[src/rtl/dsi_phy_pkg.sv]
// Shared D-PHY definitions for the clock- and data-lane controllers:
// lane states, LP line level encodings, default timing and per-state outputs.
// Optional build macro: DSI_CLK_ULPS_EN adds the ultra-low-power states.
package dsi_phy_pkg;

    // Default timing in byte-clock cycles
    localparam int unsigned CNT_W_DEF     = 8;
    localparam int unsigned T_LPX_DEF     = 2;
    localparam int unsigned T_PREPARE_DEF = 2;
    localparam int unsigned T_ZERO_DEF    = 8;
    localparam int unsigned T_PRE_DEF     = 2;
    localparam int unsigned T_POST_DEF    = 8;
    localparam int unsigned T_TRAIL_DEF   = 2;
    localparam int unsigned T_EXIT_DEF    = 4;
    localparam int unsigned T_WAKEUP_DEF  = 16;

    // LP line levels, packed as {P, N}
    typedef logic [1:0] lp_lvl_t;
    localparam lp_lvl_t LP11 = 2'b11;
    localparam lp_lvl_t LP01 = 2'b01;
    localparam lp_lvl_t LP00 = 2'b00;
    localparam lp_lvl_t LP10 = 2'b10;

    typedef enum logic [3:0] {
        ST_IDLE   = 4'd0,
        ST_LPX    = 4'd1,
        ST_PREP   = 4'd2,
        ST_ZERO   = 4'd3,
        ST_PRE    = 4'd4,
        ST_RUN    = 4'd5,
        ST_POST   = 4'd6,
        ST_TRAIL  = 4'd7,
        ST_EXIT   = 4'd8
`ifdef DSI_CLK_ULPS_EN
        ,
        ST_U_ENT  = 4'd9,
        ST_ULPS   = 4'd10,
        ST_U_WAKE = 4'd11
`endif
    } clk_state_t;

    // Pad/PHY control bundle driven by the clock lane
    typedef struct packed {
        lp_lvl_t lp;
        logic    hs_hi_z;
        logic    hs_enable;
        logic    hs_ready;
`ifdef DSI_CLK_ULPS_EN
        logic    ulps_active;
`endif
    } clk_lane_out_t;

    // Output levels that apply while the lane sits in state s
    function automatic clk_lane_out_t clk_state_out(input clk_state_t s);
        clk_lane_out_t o;
        o.lp        = LP11;
        o.hs_hi_z   = 1'b1;
        o.hs_enable = 1'b0;
        o.hs_ready  = 1'b0;
`ifdef DSI_CLK_ULPS_EN
        o.ulps_active = 1'b0;
`endif
        case (s)
            ST_LPX:   o.lp = LP01;
            ST_PREP:  o.lp = LP00;
            ST_ZERO: begin
                o.lp      = LP00;
                o.hs_hi_z = 1'b0;
            end
            ST_PRE, ST_POST: begin
                o.lp        = LP00;
                o.hs_hi_z   = 1'b0;
                o.hs_enable = 1'b1;
            end
            ST_RUN: begin
                o.lp        = LP00;
                o.hs_hi_z   = 1'b0;
                o.hs_enable = 1'b1;
                o.hs_ready  = 1'b1;
            end
            ST_TRAIL: begin
                o.lp      = LP00;
                o.hs_hi_z = 1'b0;
            end
`ifdef DSI_CLK_ULPS_EN
            ST_U_ENT, ST_U_WAKE: o.lp = LP10;
            ST_ULPS: begin
                o.lp          = LP00;
                o.ulps_active = 1'b1;
            end
`endif
            default: o.lp = LP11;
        endcase
        return o;
    endfunction

endpackage

[src/rtl/dsi_lane_timer.sv]
// Loadable down-counter used to time D-PHY lane states; stops at zero.
module dsi_lane_timer #(
    parameter int unsigned CNT_W = 8
) (
    input  logic             clk,
    input  logic             rst_n,
    input  logic             i_load,
    input  logic [CNT_W-1:0] i_load_val,
    output logic             o_zero_c
);

    logic [CNT_W-1:0] r_cnt;

    // Load on strobe, otherwise count down and hold at zero
    always_ff @(posedge clk or negedge rst_n) begin
        if (!rst_n) begin
            r_cnt <= '0;
        end else if (i_load) begin
            r_cnt <= i_load_val;
        end else if (r_cnt != '0) begin
            r_cnt <= r_cnt - CNT_W'(1);
        end
    end

    assign o_zero_c = (r_cnt == '0);

endmodule

[src/rtl/dsi_clk_lane_ctrl.sv]
// DSI clock-lane controller: sequences LP-11 stop state into continuous HS
// clocking and back, with every D-PHY interval counted in byte clocks.
// Optional build macro: DSI_CLK_ULPS_EN adds ulps_req / T_WAKEUP and ULPS entry/exit.
module dsi_clk_lane_ctrl
    import dsi_phy_pkg::*;
#(
    parameter int unsigned T_LPX     = T_LPX_DEF,
    parameter int unsigned T_PREPARE = T_PREPARE_DEF,
    parameter int unsigned T_ZERO    = T_ZERO_DEF,
    parameter int unsigned T_PRE     = T_PRE_DEF,
    parameter int unsigned T_POST    = T_POST_DEF,
    parameter int unsigned T_TRAIL   = T_TRAIL_DEF,
    parameter int unsigned T_EXIT    = T_EXIT_DEF,
`ifdef DSI_CLK_ULPS_EN
    parameter int unsigned T_WAKEUP  = T_WAKEUP_DEF,
`endif
    parameter int unsigned CNT_W     = CNT_W_DEF
) (
    input  logic byte_clk,
    input  logic byte_rst_n,
    input  logic hs_req,
    input  logic data_busy,
`ifdef DSI_CLK_ULPS_EN
    input  logic ulps_req,
`endif
    output logic hs_ready,
    output logic busy,
    output logic lp_p,
    output logic lp_n,
    output logic hs_enable,
    output logic hs_hi_z,
    output logic ulps_active
);

    localparam clk_lane_out_t RST_OUT = clk_state_out(ST_IDLE);

    clk_state_t       r_state;
    clk_state_t       w_state_nxt;
    clk_lane_out_t    r_out;
    clk_lane_out_t    w_out_nxt;
    logic             r_busy;
    logic             w_load;
    logic [CNT_W-1:0] w_load_val;
    logic             w_tmr_zero;

    // Timer preload for a timed state: it lasts exactly T cycles
    function automatic logic [CNT_W-1:0] state_load(input clk_state_t s);
        logic [CNT_W-1:0] v;
        v = '0;
        case (s)
            ST_LPX:    v = CNT_W'(T_LPX - 1);
            ST_PREP:   v = CNT_W'(T_PREPARE - 1);
            ST_ZERO:   v = CNT_W'(T_ZERO - 1);
            ST_PRE:    v = CNT_W'(T_PRE - 1);
            ST_POST:   v = CNT_W'(T_POST - 1);
            ST_TRAIL:  v = CNT_W'(T_TRAIL - 1);
            ST_EXIT:   v = CNT_W'(T_EXIT - 1);
`ifdef DSI_CLK_ULPS_EN
            ST_U_ENT:  v = CNT_W'(T_LPX - 1);
            ST_U_WAKE: v = CNT_W'(T_WAKEUP - 1);
`endif
            default:   v = '0;
        endcase
        return v;
    endfunction

    dsi_lane_timer #(
        .CNT_W (CNT_W)
    ) u_timer (
        .clk        (byte_clk),
        .rst_n      (byte_rst_n),
        .i_load     (w_load),
        .i_load_val (w_load_val),
        .o_zero_c   (w_tmr_zero)
    );

    // State register plus outputs registered alongside the state they belong to
    always_ff @(posedge byte_clk or negedge byte_rst_n) begin
        if (!byte_rst_n) begin
            r_state <= ST_IDLE;
            r_out   <= RST_OUT;
            r_busy  <= 1'b0;
        end else begin
            r_state <= w_state_nxt;
            r_out   <= w_out_nxt;
            r_busy  <= (w_state_nxt != ST_IDLE);
        end
    end

    // Next-state decode, timer reload on every state change, next outputs
    always_comb begin
        w_state_nxt = r_state;
        w_load      = 1'b0;
        w_load_val  = '0;
        case (r_state)
            ST_IDLE: begin
                if (hs_req) begin
                    w_state_nxt = ST_LPX;
`ifdef DSI_CLK_ULPS_EN
                end else if (ulps_req) begin
                    w_state_nxt = ST_U_ENT;
`endif
                end
            end
            ST_LPX:   if (w_tmr_zero) w_state_nxt = ST_PREP;
            ST_PREP:  if (w_tmr_zero) w_state_nxt = ST_ZERO;
            ST_ZERO:  if (w_tmr_zero) w_state_nxt = ST_PRE;
            ST_PRE:   if (w_tmr_zero) w_state_nxt = ST_RUN;
            ST_RUN:   if (!hs_req && !data_busy) w_state_nxt = ST_POST;
            ST_POST:  if (w_tmr_zero) w_state_nxt = ST_TRAIL;
            ST_TRAIL: if (w_tmr_zero) w_state_nxt = ST_EXIT;
            ST_EXIT:  if (w_tmr_zero) w_state_nxt = ST_IDLE;
`ifdef DSI_CLK_ULPS_EN
            ST_U_ENT:  if (w_tmr_zero) w_state_nxt = ST_ULPS;
            ST_ULPS:   if (!ulps_req) w_state_nxt = ST_U_WAKE;
            ST_U_WAKE: if (w_tmr_zero) w_state_nxt = ST_IDLE;
`endif
            default:  w_state_nxt = ST_IDLE;
        endcase
        if (w_state_nxt != r_state) begin
            w_load     = 1'b1;
            w_load_val = state_load(w_state_nxt);
        end
        w_out_nxt = clk_state_out(w_state_nxt);
    end

    assign lp_p      = r_out.lp[1];
    assign lp_n      = r_out.lp[0];
    assign hs_hi_z   = r_out.hs_hi_z;
    assign hs_enable = r_out.hs_enable;
    assign hs_ready  = r_out.hs_ready;
    assign busy      = r_busy;
`ifdef DSI_CLK_ULPS_EN
    assign ulps_active = r_out.ulps_active;
`else
    assign ulps_active = 1'b0;
`endif

endmodule

[config.mk]
export PLATFORM = sky130hd
export DESIGN_NAME = dsi_clk_lane_ctrl
export DESIGN_NICKNAME = d
export VERILOG_FILES = /design/src/rtl/dsi_phy_pkg.sv /design/src/rtl/dsi_lane_timer.sv /design/src/rtl/dsi_clk_lane_ctrl.sv
export SDC_FILE = /design/constraint.sdc
export NUM_CORES = 1
export LEC_CHECK = 0
export ABC_AREA = 1
export BUFFER_PORTS_ARGS = -buffer_cell sky130_fd_sc_hd__buf_2
export CAP_MARGIN = 20
export CORE_MARGIN = 3
export CORE_UTILIZATION = 30
export CTS_CLUSTER_DIAMETER = 80
export CTS_CLUSTER_SIZE = 20
export DETAILED_ROUTE_END_ITERATION = 12
export PLACE_DENSITY_LB_ADDON = 0.12
export SETUP_SLACK_MARGIN = 0.02
export SYNTH_ARGS = -nofsm -noshare
export SYNTH_HDL_FRONTEND = slang
export SYNTH_SLANG_ARGS = --single-unit
[constraint.sdc]
create_clock -name byte_clk -period 2.12 [get_ports byte_clk]
set_input_delay 0.424 -clock byte_clk [delete_from_list [all_inputs] [get_ports byte_clk]]
set_output_delay 0.424 -clock byte_clk [all_outputs]
set_load 0.005 [all_outputs]
==> impl_metrics.py, run 1 <==
metrics = {
    "pwr": {
        "irDropWorstVdd_mv": 0.498,
        "power.density_mw_per_mm2": 1640,
        "leakage_nw": 0.686,
    },
    "placement": {
        "preCtsSetupSlack_ps": 28.9,
        "io_buffer_count": 9,
        "placed_area_mm2": 0.00128,
        "dp.cells": 208,
        "place_congestion": 0.827,
        "dp_hpwl_um": 1830,
    },
    "critical_path": {
        "cpMaxStageDelayCell": "dfrtp_1",
        "critical_path.top_delay_family": "simple AND/OR/NAND/NOR gates",
        "cpMostUsedCell": "nand2_4",
        "timing.reg2reg.setup_slack_ps": 200,
        "critical_path_depth": 15,
        "worstRegToRegCells": 15,
        "r2r_start": "u_timer.r_cnt[0]$_DFFE_PN0P_",
        "end_kind": "flip-flop",
        "cp_num_buf_inv": 2,
        "r2r_end": "u_timer.r_cnt[0]$_DFFE_PN0P_",
        "crit_chain": "inv_2 > ha_4 > nand2_1 > nor2_4 > nand2_4 > nand2_4 > nand2_4 > nor2_4 > nand2_2 > nand3_4 > inv_4 > o21ai_2 > nand2_1 > nor2_1 > nor2_1",
        "crit_type": "flip-flop to flip-flop",
        "cp.required_ps": 2270,
        "cpPeakStageDelay_ps": 410,
        "critPathLaunchType": "flip-flop",
        "cp.arrival_ps": 2070,
        "path_max_fanout": 9,
    },
    "finish": {
        "nNetsFinal": 176,
        "antenna-diode-count": 0,
        "final_common_cell": "nand2_1",
        "layout.cells.non_filler": 216,
        "n_fill_cell": 386,
        "final_cell_mix": "nand2_1 (34), nor2_1 (15), dfrtp_1 (15)",
        "final_area_mm2": 0.00139,
        "drive_gt1_share_pct": 34.1,
        "area_growth_pct": 20.4,
    },
    "timing": {
        "whs_ps": 89.3,
        "setup_viol": 0,
        "setup_ws_ps": 197,
        "achievable-frequency_mhz": 520,
        "hold_viol": 0,
        "clock_skew_ps": 6.64,
        "fin_setup_tns_ps": 0,
        "min_period_ps": 1920,
        "rsz0062_at_grt": "no",
        "min_period_over_period_pct": 90.7,
        "drv_slew": 0,
    },
    "global_routing": {
        "grt_pass1_vias": 933,
        "grt_max_degree": 19,
        "antenna_found_initial": 0,
        "grt_overflow": 0,
        "grt_first_pass_wirelength_um": 4170,
        "track_usage_pct": 12.3,
    },
    "routing": {
        "wire_per_inst_um": 11.1,
        "drt_iter0_drc": 36,
        "wl_um": 2410,
        "vias": 966,
        "antenna_left": 0,
        "dr.pass1.iters": 4,
        "via_per_inst": 4.47,
        "drc_errors": 0,
    },
    "die": {
        "initial_utilization_pct": 32.7,
        "die_w_um": 67.9,
        "chipHeight_um": 67.9,
        "core_area_mm2": 0.00352,
        "dieArea_mm2": 0.00462,
        "ios": 11,
        "row_count": 21,
    },
    "clocking": {
        "numCtsBuffers": 3,
        "cts_hold_buf": 0,
        "clk_latency_ps": 260,
        "cts_root_buf": "clkbuf_8",
        "clock-sinks": 18,
        "cts_tree": "yes",
        "clockBufferDepth": 2,
        "clk_pin_slew_ps": 70,
        "htreeDepth": 1,
    },
    "yosys": {
        "synthesis.area_mm2": 0.00115,
        "avgSynthCellArea_um2": 7.67,
        "ys_seq_area_share_pct": 39.5,
        "ys_seq_elements": 18,
        "netlist-cell-type-count": 31,
        "yosys_warnings": 0,
        "synth_nets": 155,
        "synthCells": 150,
    },
    "flow_run": {
        "maxCapViolCount": 0,
    },
    "run_status": {
        "status": "complete, no violations",
    },
    "worst_hold_path": {
        "hp-class": "input pin to async pin",
    },
}
[state kept, by name (all words and copies together) (netlist names)]
signal	count
busy	1
hs_hi_z	1
r_state	4
u_timer.r_cnt	8
hs_ready	1
lp_p	1
lp_n	1
hs_enable	1
[worst max-delay path by stage]
| stage | startpoint | to | slack (ps) |
|---|---|---|---|
| 2_1_floorplan | u_timer.r_cnt[0]$_DFFE_PN0P_ | u_timer.r_cnt[0]$_DFFE_PN0P_ | 260 |
| 3_3_place_gp | u_timer.r_cnt[0]$_DFFE_PN0P_ | u_timer.r_cnt[0]$_DFFE_PN0P_ | 60 |
| 3_5_place_dp | u_timer.r_cnt[0]$_DFFE_PN0P_ | u_timer.r_cnt[0]$_DFFE_PN0P_ | 30 |
| 4_1_cts | u_timer.r_cnt[0]$_DFFE_PN0P_ | u_timer.r_cnt[0]$_DFFE_PN0P_ | 50 |
| 5_1_grt | u_timer.r_cnt[0]$_DFFE_PN0P_ | u_timer.r_cnt[0]$_DFFE_PN0P_ | 20 |
| 6_report | u_timer.r_cnt[0]$_DFFE_PN0P_ | u_timer.r_cnt[0]$_DFFE_PN0P_ | 200 |
[cell families after synthesis]
| kind of cell | synth area share [%] |
|---|---|
| AO/OA/AOI/OAI | 6.63 |
| adder cells (fa/ha/maj) | 1.09 |
| AND/OR/NAND/NOR | 40.7 |
| buffers and inverters | 8.80 |
| flip-flops | 39.5 |
| XOR/XNOR | 3.04 |
| other | 0.326 |
[power by group]
group,switching (W),total [W],internal (W)
clock,0.000118,0.000283,0.000165
combinational,0.000847,0.00141,0.000565
sequential,0.0000984,0.000574,0.000476
[synthesized netlist by cell type]
cell type  number  area, um^2
nand2_1        34         128
dfrtp_1        15         375
inv_1          15        56.3
nor2_1         15        56.3
nand3_1        11        55.1
nand2_2         8        50.1
inv_2           5        18.8
a21oi_1         4        20.0
nor2_2          4        25.0
nor3_1          4        20.0
dfstp_2         3        78.8
nand2_4         3        33.8
nand3_2         3        30.0
nor2_4          3        33.8
o21ai_0         3        15.0
xor2_1          3        26.3
clkinv_1        2        7.51
o21ai_1         2        10.0
a211oi_1        1        7.51
a21oi_2         1        8.76
a31oi_1         1        6.26
buf_4           1        7.51
clkinv_2        1        5.00
conb_1          1        3.75
ha_1            1        12.5
inv_4           1        6.26
nand3_4         1        17.5
nand4_1         1        6.26
nor4_2          1        12.5
o21ai_2         1        8.76
xnor2_1         1        8.76
[routing by layer]
| metal | vias to the layer above | routed length [um] | global-route usage (%) |
|---|---|---|---|
| met5 | - | 0 | 0 |
| met1 | 439 | 1120 | 15.2 |
| met2 | 13 | 1170 | 20.3 |
| met4 | 0 | 33 | 4.47 |
| met3 | 5 | 75 | 3.45 |
| li1 | 509 | - | - |
[worst reg2reg max path, delay by kind of cell (launching register included)]
family | cells | cell delay (ps)
AOI/OAI and AO/OA | 1 | 50
adders and majority gates | 1 | 160
buffers and inverters | 2 | 150
DFF | 1 | 410
and+or+nand+nor | 11 | 1050
[layout make-up]
cell class | count | area, um^2 | area share (%)
flip-flops and latches | 18 | 454 | 32.8
clock buffers | 4 | 55.1 | 3.97
repair buffers | 17 | 105 | 7.58
inverters | 24 | 93.8 | 6.77
multi-input cells | 107 | 621 | 44.8
well taps | 46 | 57.6 | 4.15
[stage by stage]
stage	total power [W]	util, %
final	0.00227	39.4
after global routing	0.00251	39.4
after CTS	0.00217	38.0
after detailed placement	0.00186	36.2
after global placement	0.00187	36.2
after floorplan	0.00156	-
[timing repair]
| item | 4_1_cts | 5_1_grt |
|---|---|---|
| gates resized for setup | 1 | 4 |
| pin swaps | 0 | 3 |
| endpoints found under the setup margin | 1 | 4 |
| buffers inserted | 0 | 4 |
| endpoints found under the hold margin | 0 | 0 |
Power figures use the tool's default switching activity.
==> run 2, diff against run 1 <==
Settings changed: SYNTH_HIERARCHICAL set to 1.
==> impl_metrics.py, run 2 <==
metrics = {
    "yosys": {
        "synth_common_cells": "nand2_1 (53), nand3_1 (27), inv_1 (20), nor2_1 (17), dfrtp_1 (15)",
        "synthesis.area_mm2": 0.00119,
        "ys_seq_area_share_pct": 38.1,
        "yosys.area.top_type_share_pct": 31.5,
        "synthFlopType": "dfrtp_1",
        "avgSynthCellArea_um2": 6.89,
        "yosysMostFrequentCell": "nand2_1",
        "synth_area_leaders": "dfrtp_1 (32%), nand2_1 (17%), nand3_1 (11%)",
        "synth_edf_count": 0,
        "netlist-cell-type-count": 29,
        "synth_top_cell_by_area": "dfrtp_1",
        "ys_seq_elements": 18,
        "yosys_warnings": 6,
        "ys_async_sr_fraction_pct": 100,
        "synthCells": 173,
    },
    "critical_path": {
        "critical_path_depth": 14,
        "path_max_fanout": 8,
        "cpPeakStageDelay_ps": 370,
        "worstRegToRegCells": 14,
        "cpMaxStageDelayCell": "dfrtp_1",
        "end_kind": "flip-flop",
        "cp_num_buf_inv": 3,
        "cp.required_ps": 2300,
        "timing.reg2reg.setup_slack_ps": 120,
        "crit_type": "flip-flop to flip-flop",
        "critical_path.top_delay_family": "simple AND/OR/NAND/NOR gates",
        "critPathLaunchType": "flip-flop",
        "cp.arrival_ps": 2180,
        "crit_chain": "inv_1 > ha_4 > nand2_4 > nor2_4 > buf_4 > nand3_2 > nand2_1 > o21bai_1 > nor2_2 > nand2_4 > buf_4 > o21ai_1 > nand2_1 > o21ai_2",
    },
    "timing": {
        "min_period_over_period_pct": 94.3,
        "setup_viol": 0,
        "setup_ws_ps": 121,
        "clock_skew_ps": 10.6,
        "fin_setup_tns_ps": 0,
        "hold_viol": 0,
        "achievable-frequency_mhz": 500,
        "min_period_ps": 2000,
        "drv_slew": 0,
        "rsz0062_at_grt": "no",
    },
    "finish": {
        "reg.largest.list": "u_timer/r_cnt x8, r_state x4",
        "largest_reg_flops": 8,
        "area_growth_pct": 26.4,
        "drive_gt1_share_pct": 31.2,
        "regArea_um2": 455,
        "final_common_cell": "nand2_1",
        "regMostFlops": "u_timer/r_cnt",
        "multi_input_area_um2": 719,
        "antenna-diode-count": 0,
        "n_fill_cell": 399,
        "final_cell_mix": "nand2_1 (47), nand3_1 (26), inv_1 (18)",
        "nNetsFinal": 208,
    },
    "clocking": {
        "clock-sinks": 18,
        "cts_hold_buf": 0,
        "clk_latency_ps": 250,
        "htreeDepth": 1,
        "clk_pin_slew_ps": 70,
        "cts_root_buf": "clkbuf_8",
        "cts_tree": "yes",
        "clockBufferDepth": 2,
        "numCtsBuffers": 3,
    },
    "pwr": {
        "net-switching-power_w": 0.00106,
        "irDropWorstVdd_mv": 0.444,
        "swShare_pct": 46.6,
        "p_comb_share_pct": 62.2,
        "pwr-share-seq_pct": 27.2,
        "power.share.clock_pct": 10.7,
        "leakage_nw": 0.785,
        "power.density_mw_per_mm2": 1510,
        "p_int_w": 0.00122,
    },
    "routing": {
        "dr.pass1.iters": 5,
        "vias": 1165,
        "drc_errors": 0,
        "wl_um": 2920,
        "drt_iter0_drc": 34,
        "wire_per_inst_um": 11.7,
        "antenna_left": 0,
        "via_per_inst": 4.66,
    },
    "die": {
        "core_area_mm2": 0.00374,
        "ios": 11,
        "dieArea_mm2": 0.00476,
        "row_count": 22,
        "die_w_um": 69.0,
        "chipHeight_um": 69.0,
        "initial_utilization_pct": 31.8,
    },
    "run_status": {
        "status": "complete, no violations",
    },
    "placement": {
        "dp_hpwl_um": 2160,
        "place_congestion": 0.876,
        "preCtsSetupSlack_ps": 54.3,
        "io_buffer_count": 9,
    },
    "worst_hold_path": {
        "hp-class": "input pin to async pin",
    },
    "global_routing": {
        "grt_first_pass_wirelength_um": 4920,
        "grt_pass1_vias": 1096,
        "track_usage_pct": 12.4,
        "grt_overflow": 0,
        "grt_max_degree": 19,
        "antenna_found_initial": 0,
    },
    "flow_run": {
        "maxCapViolCount": 0,
    },
}
==> run 2: cell types whose count changed in the layout (fill, tap and decap cells not counted), moves of 5 or more <==
cell	delta
nand2_1	+13
buf_4	+5
nor2_2	+9
conb_1	+5
nand3_1	+15
==> run 2: repair_timing <==
| action | 4_1_cts | 5_1_grt |
|---|---|---|
| setup endpoints to repair | 0 | 8 |
| endpoints found under the hold margin | 0 | 0 |
| resized for setup | 0 | 21 |
| setup buffers | 0 | 5 |
==> run 2: final timing paths <==
kind                                                end                          from
setup reg to reg           u_timer/r_cnt[0]$_DFFE_PN0P_  u_timer/r_cnt[0]$_DFFE_PN0P_
setup / recovery           u_timer/r_cnt[0]$_DFFE_PN0P_  u_timer/r_cnt[0]$_DFFE_PN0P_
hold / removal             u_timer/r_cnt[7]$_DFFE_PN0P_                    byte_rst_n
hold reg to reg            u_timer/r_cnt[1]$_DFFE_PN0P_  u_timer/r_cnt[1]$_DFFE_PN0P_
min in group byte_clk      u_timer/r_cnt[1]$_DFFE_PN0P_  u_timer/r_cnt[1]$_DFFE_PN0P_
max in group asynchronous                lp_p$_DFF_PN1_                    byte_rst_n
==> run 2: kinds of logic (layout without fill, tap and decap cells) <==
group	Yosys count	in the layout	share of synthesized area (%)
other	1	6	0.315
DFF	18	18	38.1
AOI/OAI and AO/OA	15	15	9.04
and+or+nand+nor	112	112	42.0
adders and majority gates	1	1	1.05
buffers and inverters	24	48	7.98
xor gates and xnor gates	2	2	1.47
==> run 2: metrics by stage <==
step,power [W],std cells,area (um^2),hold WS [ps],utilization (%)
final,0.00228,250,1510,99.4,40.2
after global routing,0.00249,250,1510,116,40.2
after CTS,0.00210,245,1410,104,37.7
after detailed placement,0.00184,241,1370,385,36.5
after global placement,0.00185,241,1370,376,36.5
after floorplan,0.00148,178,1210,128,-
==> run 2: area by class of cell <==
cell class	instances	share of cell area, %
multi-input cells	136	47.8
clock buffers	4	2.99
inverters	22	5.49
flip-flops and latches	18	30.3
repair buffers	22	9.48
well taps	48	3.99
==> run 2: layer usage <==
metal	global-route usage, %	wire length [um]
met1	17.4	1410
met2	19.4	1400
met3	1.02	94
met4	5.21	21
met5	0	0
==> run 2: power groups by stage <==
| stage | Sequential [W] | Combinational [W] | Clock, W |
|---|---|---|---|
| 4_1_cts | 0.000610 | 0.00124 | 0.000253 |
| 2_1_floorplan | 0.000597 | 0.000886 | 0 |
| 5_1_grt | 0.000634 | 0.00159 | 0.000274 |
| 3_5_place_dp | 0.000615 | 0.00123 | 0 |
| 3_3_place_gp | 0.000617 | 0.00123 | 0 |
| 6_report | 0.000620 | 0.00142 | 0.000243 |
